===== src/rtl/systolic_pkg.sv =====
// rtl/systolic_pkg.sv - shared types and helpers for the systolic array periphery
//
// Purpose:
//   Holds the items shared by the blocks around the MAC array:
//   - the psum width, derived from the operand width;
//   - the collector FSM state encoding;
//   - a lane-offset helper for N lanes packed into one flat bus.
// Ports: none (package).

package systolic_pkg;

  // A psum carries the product width (2*bw) plus accumulation headroom (bw).
  localparam int PSUM_MULT = 3;

  typedef enum logic [1:0] {
    IDLE    = 2'd0,
    FILL    = 2'd1,
    CAPTURE = 2'd2
  } state_e;

  function automatic int psum_width(input int bw);
    return PSUM_MULT * bw;
  endfunction

  // LSB position of a lane in a packed bus. Use it as bus[lane_lsb(j, pw) +: pw].
  function automatic int lane_lsb(input int lane, input int pw);
    return lane * pw;
  endfunction

endpackage


===== src/rtl/sync_fifo.sv =====
// rtl/sync_fifo.sv - show-ahead synchronous FIFO with simultaneous push/pop
//
// Purpose:
//   Single-clock FIFO. The head entry is visible on head_o while the FIFO is
//   not empty. A push to a full FIFO is accepted when a pop happens in the
//   same cycle, because the pop frees the slot. A push to a full FIFO with no
//   pop is not accepted. The caller is responsible for flagging that drop.
// Ports:
//   clk          in   clock, rising edge
//   rst          in   synchronous active-low reset
//   push_i       in   write push_data_i this cycle
//   push_data_i  in   WIDTH-bit entry to write
//   pop_i        in   consume the head entry (ignored when empty)
//   head_o       out  current head entry (holds its last value when empty)
//   empty_o      out  FIFO holds no entries
//   full_o       out  FIFO holds DEPTH entries

module sync_fifo #(
  parameter int WIDTH = 8,
  parameter int DEPTH = 4
) (
  input  logic             clk,
  input  logic             rst,
  input  logic             push_i,
  input  logic [WIDTH-1:0] push_data_i,
  input  logic             pop_i,
  output logic [WIDTH-1:0] head_o,
  output logic             empty_o,
  output logic             full_o
);

  localparam int AW = $clog2(DEPTH);

  logic [WIDTH-1:0] mem_q [DEPTH];
  // Each pointer has one extra wrap bit, so full and empty can be told apart.
  logic [AW:0]      wr_ptr_q, wr_ptr_d;
  logic [AW:0]      rd_ptr_q, rd_ptr_d;
  logic             do_push;
  logic             do_pop;

  assign empty_o = (wr_ptr_q == rd_ptr_q);
  assign full_o  = (wr_ptr_q[AW] != rd_ptr_q[AW]) &&
                   (wr_ptr_q[AW-1:0] == rd_ptr_q[AW-1:0]);

  assign do_pop  = pop_i && !empty_o;
  assign do_push = push_i && (!full_o || do_pop);

  always_comb begin
    wr_ptr_d = wr_ptr_q;
    rd_ptr_d = rd_ptr_q;
    if (do_push) wr_ptr_d = wr_ptr_q + (AW+1)'(1);
    if (do_pop)  rd_ptr_d = rd_ptr_q + (AW+1)'(1);
  end

  always_ff @(posedge clk) begin
    if (!rst) begin
      wr_ptr_q <= '0;
      rd_ptr_q <= '0;
      // Storage is cleared too, so the head reads as zero after reset.
      for (int i = 0; i < DEPTH; i++) mem_q[i] <= '0;
    end else begin
      wr_ptr_q <= wr_ptr_d;
      rd_ptr_q <= rd_ptr_d;
      if (do_push) mem_q[wr_ptr_q[AW-1:0]] <= push_data_i;
    end
  end

  assign head_o = mem_q[rd_ptr_q[AW-1:0]];

endmodule


===== src/rtl/psum_deskew_collector.sv =====
// rtl/psum_deskew_collector.sv - re-aligns skewed column psums into buffered result rows
//
// Purpose:
//   Sits below the bottom row of the systolic array. Column j arrives j
//   cycles after column 0. Each column is delayed by N-1-j register stages, so
//   a full row lines up at the deskew output. After each start, a counter FSM
//   picks M aligned rows out of the free-running stream and pushes each one
//   into a show-ahead FIFO. The writeback side drains the FIFO over
//   valid/ready.
// Ports:
//   clk        in   clock, rising edge
//   rst        in   synchronous active-low reset
//   start      in   one-cycle pulse, sampled only in IDLE
//   psum_in    in   N*PW bottom-row psums, column j at [j*PW +: PW]
//   out_data   out  aligned row at the FIFO head, same lane packing
//   out_valid  out  FIFO not empty
//   out_ready  in   consumer accepts the head row
//   out_last   out  head row is row M-1 of its tile
//   busy       out  FSM not in IDLE
//   overflow   out  sticky: a row was dropped because the FIFO was full

module psum_deskew_collector
  import systolic_pkg::*;
#(
  parameter int bit_width  = 8,
  parameter int N          = 4,
  parameter int M          = 4,
  parameter int PIPE_LAT   = 5,
  parameter int FIFO_DEPTH = 4
) (
  input  logic                               clk,
  input  logic                               rst,
  input  logic                               start,
  input  logic [N*psum_width(bit_width)-1:0] psum_in,
  output logic [N*psum_width(bit_width)-1:0] out_data,
  output logic                               out_valid,
  input  logic                               out_ready,
  output logic                               out_last,
  output logic                               busy,
  output logic                               overflow
);

  localparam int PW       = psum_width(bit_width);
  localparam int DW       = N * PW;
  // Row 0 of the tile is aligned at the deskew output on this cycle count after start.
  localparam int FILL_END = PIPE_LAT + N - 1;
  localparam int CW       = $clog2(FILL_END + 1);
  localparam int RW       = (M > 1) ? $clog2(M) : 1;

  // ---------------------------------------------------------------------------
  // Deskew: column j gets N-1-j delay stages and the last column passes
  // straight through. The chains shift every cycle, whatever the FSM state,
  // so the alignment never depends on when start arrived.
  // ---------------------------------------------------------------------------
  logic [DW-1:0] aligned;

  for (genvar j = 0; j < N; j++) begin : g_lane
    localparam int STAGES = N - 1 - j;
    if (STAGES == 0) begin : g_pass
      assign aligned[lane_lsb(j, PW) +: PW] = psum_in[lane_lsb(j, PW) +: PW];
    end else begin : g_dly
      logic [PW-1:0] sr_q [STAGES];
      always_ff @(posedge clk) begin
        if (!rst) begin
          for (int k = 0; k < STAGES; k++) sr_q[k] <= '0;
        end else begin
          sr_q[0] <= psum_in[lane_lsb(j, PW) +: PW];
          for (int k = 1; k < STAGES; k++) sr_q[k] <= sr_q[k-1];
        end
      end
      assign aligned[lane_lsb(j, PW) +: PW] = sr_q[STAGES-1];
    end
  end

  // ---------------------------------------------------------------------------
  // Capture FSM
  // ---------------------------------------------------------------------------
  state_e        state_q, state_d;
  logic [CW-1:0] cnt_q, cnt_d;
  logic [RW-1:0] ridx_q, ridx_d;
  logic          push;
  logic          push_last;

  always_ff @(posedge clk) begin
    if (!rst) begin
      state_q <= IDLE;
      cnt_q   <= '0;
      ridx_q  <= '0;
    end else begin
      state_q <= state_d;
      cnt_q   <= cnt_d;
      ridx_q  <= ridx_d;
    end
  end

  always_comb begin
    state_d = state_q;
    cnt_d   = cnt_q;
    ridx_d  = ridx_q;
    case (state_q)
      IDLE: begin
        if (start) begin
          state_d = FILL;
          cnt_d   = CW'(1);
        end
      end
      FILL: begin
        cnt_d = cnt_q + CW'(1);
        if (cnt_q == CW'(FILL_END)) begin
          // Row 0 is written on this edge, so a single-row tile is already finished.
          cnt_d = '0;
          if (M == 1) begin
            state_d = IDLE;
            ridx_d  = '0;
          end else begin
            state_d = CAPTURE;
            ridx_d  = RW'(1);
          end
        end
      end
      CAPTURE: begin
        ridx_d = ridx_q + RW'(1);
        if (ridx_q == RW'(M - 1)) begin
          state_d = IDLE;
          ridx_d  = '0;
        end
      end
      default: begin
        state_d = IDLE;
        cnt_d   = '0;
        ridx_d  = '0;
      end
    endcase
  end

  always_comb begin
    push      = 1'b0;
    push_last = 1'b0;
    case (state_q)
      FILL: begin
        if (cnt_q == CW'(FILL_END)) begin
          push      = 1'b1;
          push_last = (M == 1);
        end
      end
      CAPTURE: begin
        push      = 1'b1;
        push_last = (ridx_q == RW'(M - 1));
      end
      default: begin
        push      = 1'b0;
        push_last = 1'b0;
      end
    endcase
  end

  assign busy = (state_q != IDLE);

  // ---------------------------------------------------------------------------
  // Row FIFO and overflow flag
  // ---------------------------------------------------------------------------
  logic [DW:0] fifo_head;
  logic        fifo_empty;
  logic        fifo_full;
  logic        pop;
  logic        drop;
  logic        overflow_q, overflow_d;

  sync_fifo #(
    .WIDTH (DW + 1),
    .DEPTH (FIFO_DEPTH)
  ) u_fifo (
    .clk         (clk),
    .rst         (rst),
    .push_i      (push),
    .push_data_i ({push_last, aligned}),
    .pop_i       (out_ready),
    .head_o      (fifo_head),
    .empty_o     (fifo_empty),
    .full_o      (fifo_full)
  );

  assign out_valid = !fifo_empty;
  assign out_data  = fifo_head[DW-1:0];
  assign out_last  = fifo_head[DW];
  assign pop       = out_valid && out_ready;

  // A pop in the same cycle frees a slot, so only a push with no pop against a full FIFO loses a row.
  assign drop       = push && fifo_full && !pop;
  assign overflow_d = overflow_q || drop;

  always_ff @(posedge clk) begin
    if (!rst) overflow_q <= 1'b0;
    else      overflow_q <= overflow_d;
  end

  assign overflow = overflow_q;

endmodule


===== config.mk =====
export PLATFORM = sky130hd
export DESIGN_NAME = psum_deskew_collector
export DESIGN_NICKNAME = d
export VERILOG_FILES = /design/src/rtl/systolic_pkg.sv /design/src/rtl/sync_fifo.sv /design/src/rtl/psum_deskew_collector.sv
export SDC_FILE = /design/constraint.sdc
export NUM_CORES = 1
export LEC_CHECK = 0
export BUFFER_PORTS_ARGS = -buffer_cell sky130_fd_sc_hd__buf_4
export CAP_MARGIN = 10
export CORE_ASPECT_RATIO = 1.25
export CORE_MARGIN = 2
export CORE_UTILIZATION = 50
export CTS_BUF_LIST = sky130_fd_sc_hd__clkbuf_16
export CTS_CLUSTER_SIZE = 20
export DETAILED_ROUTE_END_ITERATION = 8
export PLACE_DENSITY = 0.69
export REMOVE_ABC_BUFFERS = 1
export SYNTH_ARGS = -nofsm -noshare
export SYNTH_HDL_FRONTEND = slang
export SYNTH_SLANG_ARGS = --single-unit

===== constraint.sdc =====
create_clock -name clk -period 22.2 [get_ports clk]
set_input_delay 2.22 -clock clk [delete_from_list [all_inputs] [get_ports clk]]
set_output_delay 2.22 -clock clk [all_outputs]
set_load 0.005 [all_outputs]

After elaboration in Yosys (flattened, before gate mapping)
Memories as Yosys holds them, arrays and structs flattened. A register that Yosys moved wholly into a read port is not among the register bits.
Index checks and enable logic that the tools add are counted.
Cells by class
  $add $sub $neg: 4
  equality and inequality tests: 10
  muxes and demuxes: 30
  bitwise operators: 7
  reduce and logical (&&, ||, !) cells: 17
Operators by type and width (count)
  2-to-1 mux 24 bit: 6
  2-to-1 mux 97 bit: 1
  OR reduction 97 bit: 1
  OR reduction 24 bit: 1
  2-to-1 mux 2 bit: 8
  one-hot mux 2 bit (3 select lines): 2
  one-hot mux 4 bit (3 select lines): 1
  2-to-1 mux 1 bit: 9
  2-to-1 mux 4 bit: 2
  adder 3 x 1 -> 3 bit, second input constant: 2
  != test 2 bit, second input constant: 3
  logical AND 1 bit: 5
  OR 1 bit: 5
  adder 4 x 1 -> 4 bit, second input constant: 1
  == test 2 bit, second input constant: 2
  == test 4 bit, second input constant: 1
  AND reduction 2 bit: 2
  == test 3 bit: 1
  logical NOT 1 bit: 3
  AND reduction 3 bit: 1
  adder 2 x 1 -> 2 bit, second input constant: 1
  == test 2 x 1 -> 1 bit, second input constant: 1
  == test 2 bit: 1
  logical NOT 2 bit: 1
  5 further kinds: 7
Storage, ports and cells
  bits in registers: 15
  RAM bits: 532
  input port bits: 100
  output and inout bits: 100
  word-level logic and storage cells: 78
  memories: 4
Memory list
  u_fifo.mem_q: words 4, width 97, read ports 1, clocked after Yosys merged registers in 1, wr ports 4, RTL line sync_fifo.sv:34  | logic [WIDTH-1:0] mem_q [DEPTH];
  g_lane[0].g_dly.sr_q: words 3, width 24, read ports 3, clocked after Yosys merged registers in 0, wr ports 3, RTL line psum_deskew_collector.sv:62  | logic [PW-1:0] sr_q [STAGES];
  g_lane[1].g_dly.sr_q: words 2, width 24, read ports 2, clocked after Yosys merged registers in 0, wr ports 2, RTL line psum_deskew_collector.sv:62
  g_lane[2].g_dly.sr_q: words 1, width 24, read ports 1, clocked after Yosys merged registers in 0, wr ports 1, RTL line psum_deskew_collector.sv:62

Logic depth before layout (Yosys ltp)
  word-level depth: 10
  gate-level depth with buffers: 10
  mapped depth without buffers: 6

By module
Synthesis repeated with hierarchy kept, for this count alone.
Unflattened totals
  cell total of the unflattened synthesis: 1502
  area, all modules: 23481.3 µm²
By module, submodules not included
  sync_fifo: instances 1, cells an instance 1128, area each 19024.5 µm², seq. area each 11811.3 µm²
  psum_deskew_collector: instances 1, cells an instance 374, area each 4456.8 µm², seq. area each 3062.9 µm²

Worst setup path before layout
OpenSTA, ideal clock, no wires.
  path type: input -> register
  start: input port out_ready
  end: memory u_fifo.mem_q[3][0] in the netlist's numbering (enable)
  setup time: 0.686 ns
  data arrival time: 9.600 ns
  required time: 21.514 ns
  slack: 11.914 ns
  cell stages on the path: 5
  path buffers: 2
  cells stage by stage: or4b_1 buf_2 nand2_2 buf_4 o21ai_0
RTL lines
  from (decl): RTL line psum_deskew_collector.sv:37  | input logic out_ready,
  to (decl): RTL line sync_fifo.sv:34

==> flow_summary.yaml <==
clock_network:
  cts_buffers: 53
  cts_tree: "yes"
  root_buffer: "clkbuf_16"
  cts.htree.levels: 2
  cts_hold_buf: 0
  cts_num_sinks: 549
  clkLatencyLatePin_ns: 0.57
  clock_path_buffers: 3
  cts.clk_slew.worst_paths_ns: 0.06
  cts_resized: 0
  post-cts-setup-buffer-count: 0
floorplanning:
  core_sq_mm: 0.0412
  die_y_um: 233
  io_pins: 200
  row_count: 83
  die_w_um: 187
  dieArea_sq_mm: 0.0435
  start_util_pct: 50.8
global_routing:
  grt_pass1_vias: 12500
  grt_max_degree: 101
  grt_pass1_wl_mm: 67.2
  grt_usage_pct: 20.0
  overflow: 0
  grt_antenna_before_repair: 1
logic_synthesis:
  syn_avg_cell_area_sq_um: 14.3
  yosys.area.top_type_share_pct: 55.7
  synth-edff-count: 388
  ys_top_cells_by_area: "edfxtp_1, dfxtp_1, mux4_2"
  yosys.cell_types.count: 37
  ys_ff_latch: 549
  synthesis.area_sq_mm: 0.0209
  synthCells: 1466
  synth_flop_cell: "edfxtp_1"
  synth_top_cell_by_area: "edfxtp_1"
  yosysSeqAreaShare_pct: 71.1
  async_reset_ff_share_pct: 0
  ys_warn_count: 0
layout:
  final_common_cell: "nor2_1"
  seqCellArea_sq_mm: 0.0149
  stdcell_count: 2234
  antenna_cells: 0
  drive_gt1_share_pct: 23.8
  nets: 1746
  final_cell_mix: "nor2_1, edfxtp_1, buf_4"
  syn_to_final_growth_pct: 16.9
  multi_input_area_sq_mm: 0.00559
  fillCellCount: 3275
critical_path:
  crit_path_end_kind: "output port"
  critPathKind: "register to output port"
  arrival_ns: 2.90
  crit_required_ns: 19.98
  worstPathMaxFanout: 38
  cp-start-kind: "register"
power_and_ir_drop:
  cell_internal_pwr_mw: 1.69
  power_mw: 2.15
  combPwrFrac_pct: 6.3
  clock_power_share_pct: 40.1
  sw_frac_of_total_pct: 21.3
  sequentialPowerShare_pct: 53.5
  powerDensity_mw_per_mm2: 87.7
  p_switching_mw: 0.458
  peakVddDrop_mv: 0.0532
  power.leakage_nw: 8.86
sta:
  min_period_over_period_pct: 23.1
  setup_tns_ns: 0
  slew_viol_final: 0
  rsz0062_at_grt: "false"
  max_slew.worst_pin.slew_ns: 1.14
  finalSetupViolCount: 0
  fmax_mhz: 195
  finalHoldWorstSlack_ns: 0.428
  final.setup_skew_ns: 0.0104
  min_period_ns: 5.12
  hold_viol_final: 0
  relSlewSlack_pct: 23.8
placement:
  dpl.cell_count: 2134
  globalplace.congestion: 0.754
  io_buffers: 199
  hpwl_mm: 23.0
detailed_routing:
  first_pass_iters: 5
  wl_per_cell_um: 19.1
  drc_errors: 0
  vias: 11700
  vias_per_cell: 5.26
  drtIter0Drc: 706
  antenna_left: 0
  wirelength_mm: 42.7
hold_path:
  hold_path.class: "register to register"
flow_run:
  maxCapViolCount: 0
outcome:
  status: "complete, no violations"
registers in the layout, indices dropped and copies added (netlist names), named ones only:
signal / flops
u_fifo.wr_ptr_q: 3
g_lane.g_dly.sr_q: 144
u_fifo.rd_ptr_q: 3
u_fifo.mem_q: 388
overflow: 1
ridx_q: 2
cnt_q: 4
state_q: 2
metal layers:
metal | GRT usage (%) | routed length, um | up-vias | part of all wire, %
met2 | 35.5 | 22000 | 395 | 52
met1 | 25.1 | 16900 | 5809 | 40
met3 | 3.67 | 2840 | 70 | 6.7
met5 | 0 | 13 | - | 0.030
met4 | 6.00 | 935 | 2 | 2.2
li1 | - | - | 5468 | -
power by group through the flow:
stage                     sequential (mW)  combinational, mW  clock [mW]
after global routing                 1.15              0.149       0.918
after detailed placement             1.17              0.139           0
after global placement               1.17              0.138           0
after CTS                            1.15              0.139       0.879
after floorplan                      1.17             0.0688           0
final                                1.15              0.136       0.861
cells by family after synthesis:
group / after synthesis / share of synthesized area, %
and+or+nand+nor: 673 / 14.3
DFF: 549 / 71.1
buffers and inverters: 103 / 2.44
xor gates and xnor gates: 5 / 0.209
AOI/OAI and AO/OA: 27 / 0.849
muxes: 100 / 10.6
adders and majority gates: 9 / 0.538
final cells by class:
| cell class | instances | area share [%] |
|---|---|---|
| clock buffer | 56 | 5.73 |
| multi-input combinational | 814 | 22.8 |
| timing repair buffer | 213 | 6.56 |
| sequential | 549 | 60.8 |
| clock inverter | 44 | 1.14 |
| inverter | 6 | 0.0920 |
| tap | 552 | 2.82 |
worst max-delay path, cell delays in order, from the launching register on:
cell and delay [ns]:
dfxtp_4 0.75, buf_4 0.75, mux4_2 0.63, buf_4 0.16
synthesized netlist by cell type, drive strengths merged (4+ instances only):
library cell	number
a21boi	4
mux4	97
and2	148
buf	53
a21oi	4
ha	9
inv	6
nand3	7
nand2	108
clkbuf	44
dfxtp	161
edfxtp	388
o21ai	8
nor2	393
metrics by stage:
step	setup WS, ns	cell area (sq um)	utilization [%]
finish	17.08	24500	59.4
global route	16.83	24500	59.4
CTS	16.92	24500	59.4
detailed placement	16.67	22800	55.3
global placement	16.68	22800	55.3
floorplan	11.10	20400	-
path summary, 6_finish.rpt:
path                            cells after the start                                   start                                     end  slack [ns]
worst min-delay path                                1  g_lane[0].g_dly.sr_q[0][18]$_SDFF_PN0_  g_lane[0].g_dly.sr_q[0][42]$_SDFF_PN0_        0.43
worst min register to register                      1  g_lane[0].g_dly.sr_q[0][18]$_SDFF_PN0_  g_lane[0].g_dly.sr_q[0][42]$_SDFF_PN0_        0.43
worst max register to register                      7                 state_q[1]$_SDFFE_PN0P_       u_fifo.mem_q[1][50]$_SDFFCE_PN0P_       18.03
worst max-delay path                                3                                register                            out_data[61]       17.08
Note: power is estimated with default switching activity, not from simulation.
